## src/rtl/pll_lock_ctrl.sv

```systemverilog
`timescale 1ns/1ps
// Purpose: PLL reset/lock sequencer; filters pll_lock and releases downstream resets in order.
// Latency: 2-cycle lock synchronizer; every output is registered (1 cycle after the synced decision).
// Backpressure: none; free-running control block, soft_rst is a single-cycle request honoured in any state.
//
// Ports:
//   sys_clk    - free-running board clock (same source as PLL clkin1)
//   rst_n      - synchronous active-low reset
//   pll_lock   - PLL LOCK, asynchronous to sys_clk
//   soft_rst   - single-cycle request to re-run the lock sequence
//   pll_rst    - to PLL RST, active high
//   rstn_out   - downstream active-low resets, bit 0 released first
//   locked     - filtered lock, high in RELEASE and RUN
//   relock_cnt - saturating count of lock losses seen in RELEASE/RUN
//   fail       - high in FAIL
//   state      - current state code (debug)
//
// Build option: define PLL_LOCK_CTRL_RETRY_LIMIT_EN to stop in FAIL after MAX_RETRY
// consecutive timeouts; without it timeouts retry forever and fail stays 0.
module pll_lock_ctrl #(
    parameter int RST_CYC      = 16,
    parameter int LOCK_TIMEOUT = 100000,
    parameter int STABLE_CYC   = 1024,
    parameter int STAGE_GAP    = 64,
    parameter int NUM_RST      = 3,
    parameter int MAX_RETRY    = 4
) (
    input  logic               sys_clk,
    input  logic               rst_n,
    input  logic               pll_lock,
    input  logic               soft_rst,
    output logic               pll_rst,
    output logic [NUM_RST-1:0] rstn_out,
    output logic               locked,
    output logic [7:0]         relock_cnt,
    output logic               fail,
    output logic [2:0]         state
);

    localparam int RW = $clog2(RST_CYC) + 1;
    localparam int TW = $clog2(LOCK_TIMEOUT) + 1;
    localparam int SW = $clog2(STABLE_CYC) + 1;
    localparam int GW = $clog2(STAGE_GAP) + 1;
    localparam int YW = $clog2(MAX_RETRY) + 1;

    localparam logic [RW-1:0] RST_LAST = RW'(RST_CYC - 1);
    localparam logic [TW-1:0] TO_LAST  = TW'(LOCK_TIMEOUT - 1);
    localparam logic [SW-1:0] STB_LAST = SW'(STABLE_CYC - 1);
    localparam logic [GW-1:0] GAP_LAST = GW'(STAGE_GAP - 1);
`ifdef PLL_LOCK_CTRL_RETRY_LIMIT_EN
    localparam logic [YW-1:0] RETRY_LAST = YW'(MAX_RETRY - 1);
`endif

    typedef enum logic [2:0] {
        S_RESET_PLL = 3'd0,
        S_WAIT_LOCK = 3'd1,
        S_STABLE    = 3'd2,
        S_RELEASE   = 3'd3,
        S_RUN       = 3'd4,
        S_FAIL      = 3'd5
    } state_t;

    logic               lk_meta;
    logic               lk;
    state_t             state_q,   state_nxt;
    logic [RW-1:0]      rst_cnt_q, rst_cnt_nxt;
    logic [TW-1:0]      to_cnt_q,  to_cnt_nxt;
    logic [SW-1:0]      stb_cnt_q, stb_cnt_nxt;
    logic [GW-1:0]      gap_cnt_q, gap_cnt_nxt;
    logic [YW-1:0]      retry_q,   retry_nxt;
    logic [7:0]         relock_q,  relock_nxt;
    logic [NUM_RST-1:0] rstn_q,    rstn_nxt;
    logic               pll_rst_q, pll_rst_nxt;
    logic               locked_q,  locked_nxt;
    logic               fail_q,    fail_nxt;
    logic               timeout;
    logic               lock_loss;

    always_ff @(posedge sys_clk) begin
        if (!rst_n) begin
            lk_meta   <= 1'b0;
            lk        <= 1'b0;
            state_q   <= S_RESET_PLL;
            rst_cnt_q <= '0;
            to_cnt_q  <= '0;
            stb_cnt_q <= '0;
            gap_cnt_q <= '0;
            retry_q   <= '0;
            relock_q  <= '0;
            rstn_q    <= '0;
            pll_rst_q <= 1'b1;
            locked_q  <= 1'b0;
            fail_q    <= 1'b0;
        end else begin
            lk_meta   <= pll_lock;
            lk        <= lk_meta;
            state_q   <= state_nxt;
            rst_cnt_q <= rst_cnt_nxt;
            to_cnt_q  <= to_cnt_nxt;
            stb_cnt_q <= stb_cnt_nxt;
            gap_cnt_q <= gap_cnt_nxt;
            retry_q   <= retry_nxt;
            relock_q  <= relock_nxt;
            rstn_q    <= rstn_nxt;
            pll_rst_q <= pll_rst_nxt;
            locked_q  <= locked_nxt;
            fail_q    <= fail_nxt;
        end
    end

    always_comb begin
        state_nxt   = state_q;
        rst_cnt_nxt = rst_cnt_q;
        to_cnt_nxt  = to_cnt_q;
        stb_cnt_nxt = stb_cnt_q;
        gap_cnt_nxt = gap_cnt_q;
        retry_nxt   = retry_q;
        relock_nxt  = relock_q;
        rstn_nxt    = rstn_q;
        timeout     = 1'b0;
        lock_loss   = 1'b0;

        case (state_q)
            S_RESET_PLL: begin
                rstn_nxt = '0;
                if (rst_cnt_q == RST_LAST) begin
                    state_nxt  = S_WAIT_LOCK;
                    to_cnt_nxt = '0;
                end else begin
                    rst_cnt_nxt = rst_cnt_q + RW'(1);
                end
            end
            // Timeout wins over any lock progress on the same cycle.
            S_WAIT_LOCK: begin
                if (to_cnt_q == TO_LAST) begin
                    timeout = 1'b1;
                end else begin
                    to_cnt_nxt = to_cnt_q + TW'(1);
                    if (lk) begin
                        state_nxt   = S_STABLE;
                        stb_cnt_nxt = SW'(1);
                    end
                end
            end
            S_STABLE: begin
                if (to_cnt_q == TO_LAST) begin
                    timeout = 1'b1;
                end else begin
                    to_cnt_nxt = to_cnt_q + TW'(1);
                    if (!lk) begin
                        state_nxt = S_WAIT_LOCK;
                    end else if (stb_cnt_q == STB_LAST) begin
                        state_nxt   = S_RELEASE;
                        gap_cnt_nxt = '0;
                        rstn_nxt    = '0;
                    end else begin
                        stb_cnt_nxt = stb_cnt_q + SW'(1);
                    end
                end
            end
            // Released bits form a thermometer code growing from bit 0.
            S_RELEASE: begin
                if (!lk) begin
                    lock_loss = 1'b1;
                end else if (gap_cnt_q == GAP_LAST) begin
                    gap_cnt_nxt = '0;
                    rstn_nxt    = (rstn_q << 1) | NUM_RST'(1);
                    if (&rstn_nxt) begin
                        state_nxt = S_RUN;
                        retry_nxt = '0;
                    end
                end else begin
                    gap_cnt_nxt = gap_cnt_q + GW'(1);
                end
            end
            S_RUN: begin
                if (!lk) begin
                    lock_loss = 1'b1;
                end
            end
            S_FAIL: begin
`ifdef PLL_LOCK_CTRL_RETRY_LIMIT_EN
                rstn_nxt = '0;
`else
                state_nxt   = S_RESET_PLL;
                rst_cnt_nxt = '0;
                rstn_nxt    = '0;
`endif
            end
            default: begin
                state_nxt   = S_RESET_PLL;
                rst_cnt_nxt = '0;
                rstn_nxt    = '0;
            end
        endcase

        if (timeout) begin
            retry_nxt = (retry_q == '1) ? retry_q : retry_q + YW'(1);
`ifdef PLL_LOCK_CTRL_RETRY_LIMIT_EN
            if (retry_q == RETRY_LAST) begin
                state_nxt = S_FAIL;
            end else begin
                state_nxt   = S_RESET_PLL;
                rst_cnt_nxt = '0;
            end
`else
            state_nxt   = S_RESET_PLL;
            rst_cnt_nxt = '0;
`endif
        end

        if (lock_loss) begin
            relock_nxt  = (relock_q == 8'hFF) ? relock_q : relock_q + 8'd1;
            state_nxt   = S_RESET_PLL;
            rst_cnt_nxt = '0;
            rstn_nxt    = '0;
        end

        // Software request overrides lock loss and timeout decided this cycle.
        if (soft_rst) begin
            state_nxt   = S_RESET_PLL;
            rst_cnt_nxt = '0;
            rstn_nxt    = '0;
            relock_nxt  = relock_q;
            retry_nxt   = (state_q == S_FAIL) ? '0 : retry_q;
        end

        pll_rst_nxt = (state_nxt == S_RESET_PLL) || (state_nxt == S_FAIL);
        locked_nxt  = (state_nxt == S_RELEASE) || (state_nxt == S_RUN);
`ifdef PLL_LOCK_CTRL_RETRY_LIMIT_EN
        fail_nxt    = (state_nxt == S_FAIL);
`else
        fail_nxt    = 1'b0;
`endif
    end

    assign pll_rst    = pll_rst_q;
    assign rstn_out   = rstn_q;
    assign locked     = locked_q;
    assign relock_cnt = relock_q;
    assign fail       = fail_q;
    assign state      = state_q;

endmodule

```

## config.mk

```make
export PLATFORM = sky130hd
export DESIGN_NAME = pll_lock_ctrl
export DESIGN_NICKNAME = d
export VERILOG_FILES = /design/src/rtl/pll_lock_ctrl.sv
export SDC_FILE = /design/constraint.sdc
export NUM_CORES = 1
export LEC_CHECK = 0
export CORE_ASPECT_RATIO = 1.1
export CORE_MARGIN = 3
export CORE_UTILIZATION = 59
export DETAILED_ROUTE_END_ITERATION = 10
export HOLD_SLACK_MARGIN = 0.06
export PLACE_DENSITY = 0.84
export SYNTH_ARGS = -nofsm -noshare
export SYNTH_HDL_FRONTEND = slang
export SYNTH_SLANG_ARGS = --single-unit
```

## constraint.sdc

```tcl
create_clock -name sys_clk -period 2.4 [get_ports sys_clk]
set_clock_uncertainty 0.2 [all_clocks]
set_input_delay 0.24 -clock sys_clk [delete_from_list [all_inputs] [get_ports sys_clk]]
set_output_delay 0.24 -clock sys_clk [all_outputs]
set_load 0.02 [all_outputs]
```

; ---- Word level (Yosys, flattened, before mapping)
; Cells that the tools add are included.
; W data, S select, Z words.
[word_totals]
register_bits = 59
word_cells = 104
in_bits = 4
out_inout_bits = 17
[classes]
n_bitwise = 5
n_addsub = 5
n_mux = 40
reduce_logical = 20
eq_ne = 23
[ops]
columns = cell, n
row1 = $mux W11, 5
row2 = $mux W3, 17
row3 = $mux W18, 2
row4 = $pmux W18 S2, 1
row5 = $mux W7, 5
row6 = $ne A2 B2 Y1 const B, 11
row7 = $pmux W11 S2, 1
row8 = $add A18 B1 Y18 const B, 1
row9 = $eq A18 B17 Y1 const B, 1
row10 = $pmux W3 S5, 1
row11 = $pmux W7 S2, 1
row12 = $reduce_and A6 Y1, 2
row13 = $add A11 B1 Y11 const B, 1
row14 = $eq A11 B10 Y1 const B, 1
row15 = $pmux W5 S2, 1
row16 = $eq A3 B2 Y1 const B, 3
row17 = $eq A3 B3 Y1 const B, 3
row18 = $pmux W3 S3, 1
row19 = $add A8 B1 Y8 const B, 1
row20 = $eq A8 B8 Y1 const B, 1
row21 = $reduce_or A4 Y1, 2
row22 = $add A7 B1 Y7 const B, 1
row23 = $eq A7 B6 Y1 const B, 1
row24 = $logic_not A3 Y1, 2
row25 = other kinds (13), 27

; ---- Logic depth before layout (Yosys ltp)
[logic_depth]
word_depth = 10
depth_mapped = 8

; ---- Least setup slack after synthesis
; No wires, ideal clock.
[synth_timing]
kind = register -> register
startpoint = register state_q[1] (netlist: state[1])
endpoint = register to_cnt_q[15]
path_slack_ns = 0.174
path_buffers = 1
synth_period_minus_slack_ns = 2.226
path_stages_with_launch = 7
required_time_ns = 2.077
arrival_ns = 1.903
cell_sequence = dfxtp_1 nor3b_2 or2_1 buf_4 o21ai_2 a2111oi_2 mux2_1
[synth_via]
elab_chain_len = 4
elab_cells_between_ends = 9
[synth_rtl]
columns = element, line_no
row1 = start: declaration, 65  ; state_t state_q, state_nxt;
row2 = start signal: assignment, 97  ; state_q <= state_nxt;
row3 = $eq A3 B2 Y1 / $eq A3 B1 Y1 (equally long branches), 123  ; case (state_q)
row4 = $reduce_or A2 Y1 (no source line), -
row5 = $ne A2 B2 Y1 (no source line) / $reduce_bool A2 Y1 (equally long branches), -
row6 = $reduce_and A3 Y1 (no source line), -
row7 = end signal: assignment, 99  ; to_cnt_q <= to_cnt_nxt;
row8 = end: declaration, 67  ; logic [TW-1:0] to_cnt_q, to_cnt_nxt;
; Several ways; a longest one is shown, not always the timed one.
; A chain may end at the register's enable or synchronous reset.

; ---- Worst setup path in the final report
[layout_timing]
startpoint = register to_cnt_q[0]
endpoint = register stb_cnt_q[5]
[layout_via]
elab_chain_len = 3
elab_cells_between_ends = 4
[layout_rtl]
columns = element, line_no
row1 = $eq A18 B17 Y1 *, "135, 146"
row2 = $ne A2 B2 Y1 (no source line), -
row3 = $reduce_and A6 Y1 (no source line) *, -
row4 = end signal: assignment, 100  ; stb_cnt_q <= stb_cnt_nxt;
row5 = end: declaration, 68  ; logic [SW-1:0] stb_cnt_q, stb_cnt_nxt;
; Every way passes the cells marked *; elsewhere a longest branch is shown, timed or not.

==> results.ini <==
[status]
status = finished, final reports clean

[floorplanning]
die_x_um = 76.98
die_area_um2 = 6472
fp-row-count = 27
initial_core_util_pct = 63.25
ioPinCount = 21
core-area_um2 = 5169
die_y_um = 84.08

[routing]
drc = 0
wirelength_um = 7970
ant_nets = 0
vias_per_cell = 6.380
vias = 3222
wl_per_cell_um = 15.78
firstDrtPassIters = 5
drt_iter0_drc = 335

[pwr]
power.leakage_nw = 1.344
worst_ir_drop_vdd_mv = 0.4335
p_clk_share_pct = 51.4
p_int_w = 0.001688
swShare_pct = 21.30
sequentialPowerShare_pct = 46.1
comb_power_share_pct = 2.5
powerDensity_nw_per_um2 = 556.9
p_sw_w = 0.0004566

[cts]
numCtsBuffers = 9
htree_levels = 3
path_clk_slew_ns = 0.07
clockRootBuffer = clkbuf_8
clock_latency_ns = 0.35
clkSinkCount = 59
ctsHoldBuffers = 0
cts_tree = yes
clockBufferDepth = 2
post_cts_resized = 0
postCtsSetupRepairBufs = 0

[global_routing]
grt_overflow_total = 0
grt_pass1_vias = 3022
antenna_found_initial = 0
track_usage_pct = 26.16
grt_max_degree = 30
grt_pass1_wl_um = 13910

[finish]
layout_common_cells = 59 x dfxtp_1, 39 x nand2_1, 32 x nand3_1
mostFrequentLayoutCell = dfxtp_1
final_util_pct = 74.49
n_antenna_cell = 0
layout-drive-gt1-share_pct = 11.78
nets = 439
syn_to_final_growth_pct = 17.76

[synth]
yosysSeqAreaShare_pct = 36.13
syn_avg_cell_area_um2 = 8.133
synth_cells = 402
synth_cell_types = 65
synth_top_area_share_pct = 36.13
synthesis.area_um2 = 3269
synth_warnings = 0
yosys.area.top_type = dfxtp_1
synth_nets = 412
ys_ff_latch = 59
synth-edff-count = 0
synthTopCellsByArea = dfxtp_1 36%, nand3_1 5.1%, a21oi_1 4.6%
synth_top_flop_cell = dfxtp_1
async_flop_share_pct = 0

[sta]
tightest_slew_ns = 0.4969
setup_viol = 0
hold_violations = 0
relSlewSlack_pct = 66.52
fin_crit_sh_pct = 95.23
report.final.slew_viol_count = 0
hold_ws_ns = 0.2295
min_period_ns = 2.285
fin_setup_tns_ns = 0
fmax_ghz = 0.4375

[setup_path]
crit_type = flop to flop
r2r_start = to_cnt_q[0]
worstPathRequired_ns = 2.48
arrival_ns = 2.36
r2r_end = stb_cnt_q[5]
rr_worst_depth = 7
endpoint_kind = flop
cp_max_fo = 19
r2r_slack_ns = 0.11
start_kind = flop

[placed_design]
place_congestion = 0.8913
port_buffers = 19
dp_hpwl_um = 5506

[min_path]
hold_end = gap_cnt_q[6]
hold_class = flop to flop
min_from = gap_cnt_q[6]
hold_depth = 2

[job]
cap_violations = 0

## registers in the layout (all words and copies together) (netlist names)
signal      cells
gap_cnt_q       7
lk              1
relock_cnt      8
rstn_out        3
locked          1
to_cnt_q       18
state           3
rst_cnt_q       5
stb_cnt_q      11
lk_meta         1
pll_rst         1
## routing by layer
layer | share of wire (%) | global-route usage (%)
met1 | 44 | 34.39
met2 | 47 | 41.84
met3 | 6.1 | 5.508
met4 | 2.0 | 10.36
met5 | 0 | 0
## cell families (layout without fill, tap and decap cells)
family          count (synthesis)  in the layout  share of synthesized area, %
mux                             6              6                         1.952
other cells                     1              1                        0.1147
buf+inv                        29             60                         3.827
xor+xnor                        7              7                         1.875
simple gates                  193            193                         32.91
compound gates                101            101                         20.90
flops                          59             59                         36.13
fa+ha+maj                       6              6                         2.296
## power groups by stage
stage	Sequential [W]	Clock [W]	Combinational, W
after floorplan	0.00101	0	0.0000378
after global placement	0.00101	0	0.0000509
after detailed placement	0.00101	0	0.0000522
after CTS	0.000989	0.00111	0.0000530
after global routing	0.000990	0.00117	0.0000600
final	0.000989	0.00110	0.0000533
## critical path: stages, from the launching register on
cell and delay (ns):
dfxtp_1 0.35, ha_1 0.24, and3_1 0.20, nand2_1 0.18
o21ai_1 0.15, buf_4 0.24, or4_1 0.50, a21oi_1 0.16
## synthesized netlist by cell type (all sizes together), types with 5 or more instances
| cell | instances |
|---|---|
| dfxtp | 59 |
| nand2 | 39 |
| nand3 | 33 |
| nor2 | 31 |
| a21oi | 30 |
| o21ai | 20 |
| and3 | 14 |
| clkbuf | 14 |
| nand4 | 11 |
| a31oi | 10 |
| or4 | 10 |
| nor3 | 9 |
| inv | 8 |
| buf | 7 |
| nor4 | 7 |
| o31ai | 7 |
| ha | 6 |
| or3 | 6 |
| xor2 | 6 |
| and2 | 5 |
| nand3b | 5 |
| o211ai | 5 |
## how the worst max path moves through the flow
stage / from / endpoint / slack [ns] / cells after the start
after global placement: rst_cnt_q[0] / to_cnt_q[4] / 0.18 / 7
after CTS: rst_cnt_q[0] / to_cnt_q[13] / 0.12 / 6
after floorplan: state[1] / to_cnt_q[15] / 0.17 / 6
final: to_cnt_q[0] / stb_cnt_q[5] / 0.11 / 7
after global routing: to_cnt_q[0] / to_cnt_q[16] / -0.004 / 6
after detailed placement: rst_cnt_q[0] / to_cnt_q[13] / 0.14 / 6
## through the flow
stage                     std cells  power [W]  worst slack [ns]  instance area [um2]
after floorplan                 402   0.001046            0.1737                 3269
after global placement          490   0.001062            0.1790                 3590
after detailed placement        490   0.001064            0.1390                 3590
after CTS                       505   0.002152            0.1249                 3827
after global routing            505   0.002217         -0.004260                 3850
final                           505   0.002144            0.1145                 3850
## area by class of cell
type                    count  area [um2]
repair buffers             37       325.3
fillers                   421        1319
clock inverters             6       113.9
flip-flops and latches     59        1181
inverters                   8       30.03
clock buffers               9       123.9
well taps                  72       90.09
multi-input cells         314        1986
Note: power is estimated with default switching activity, not from simulation.
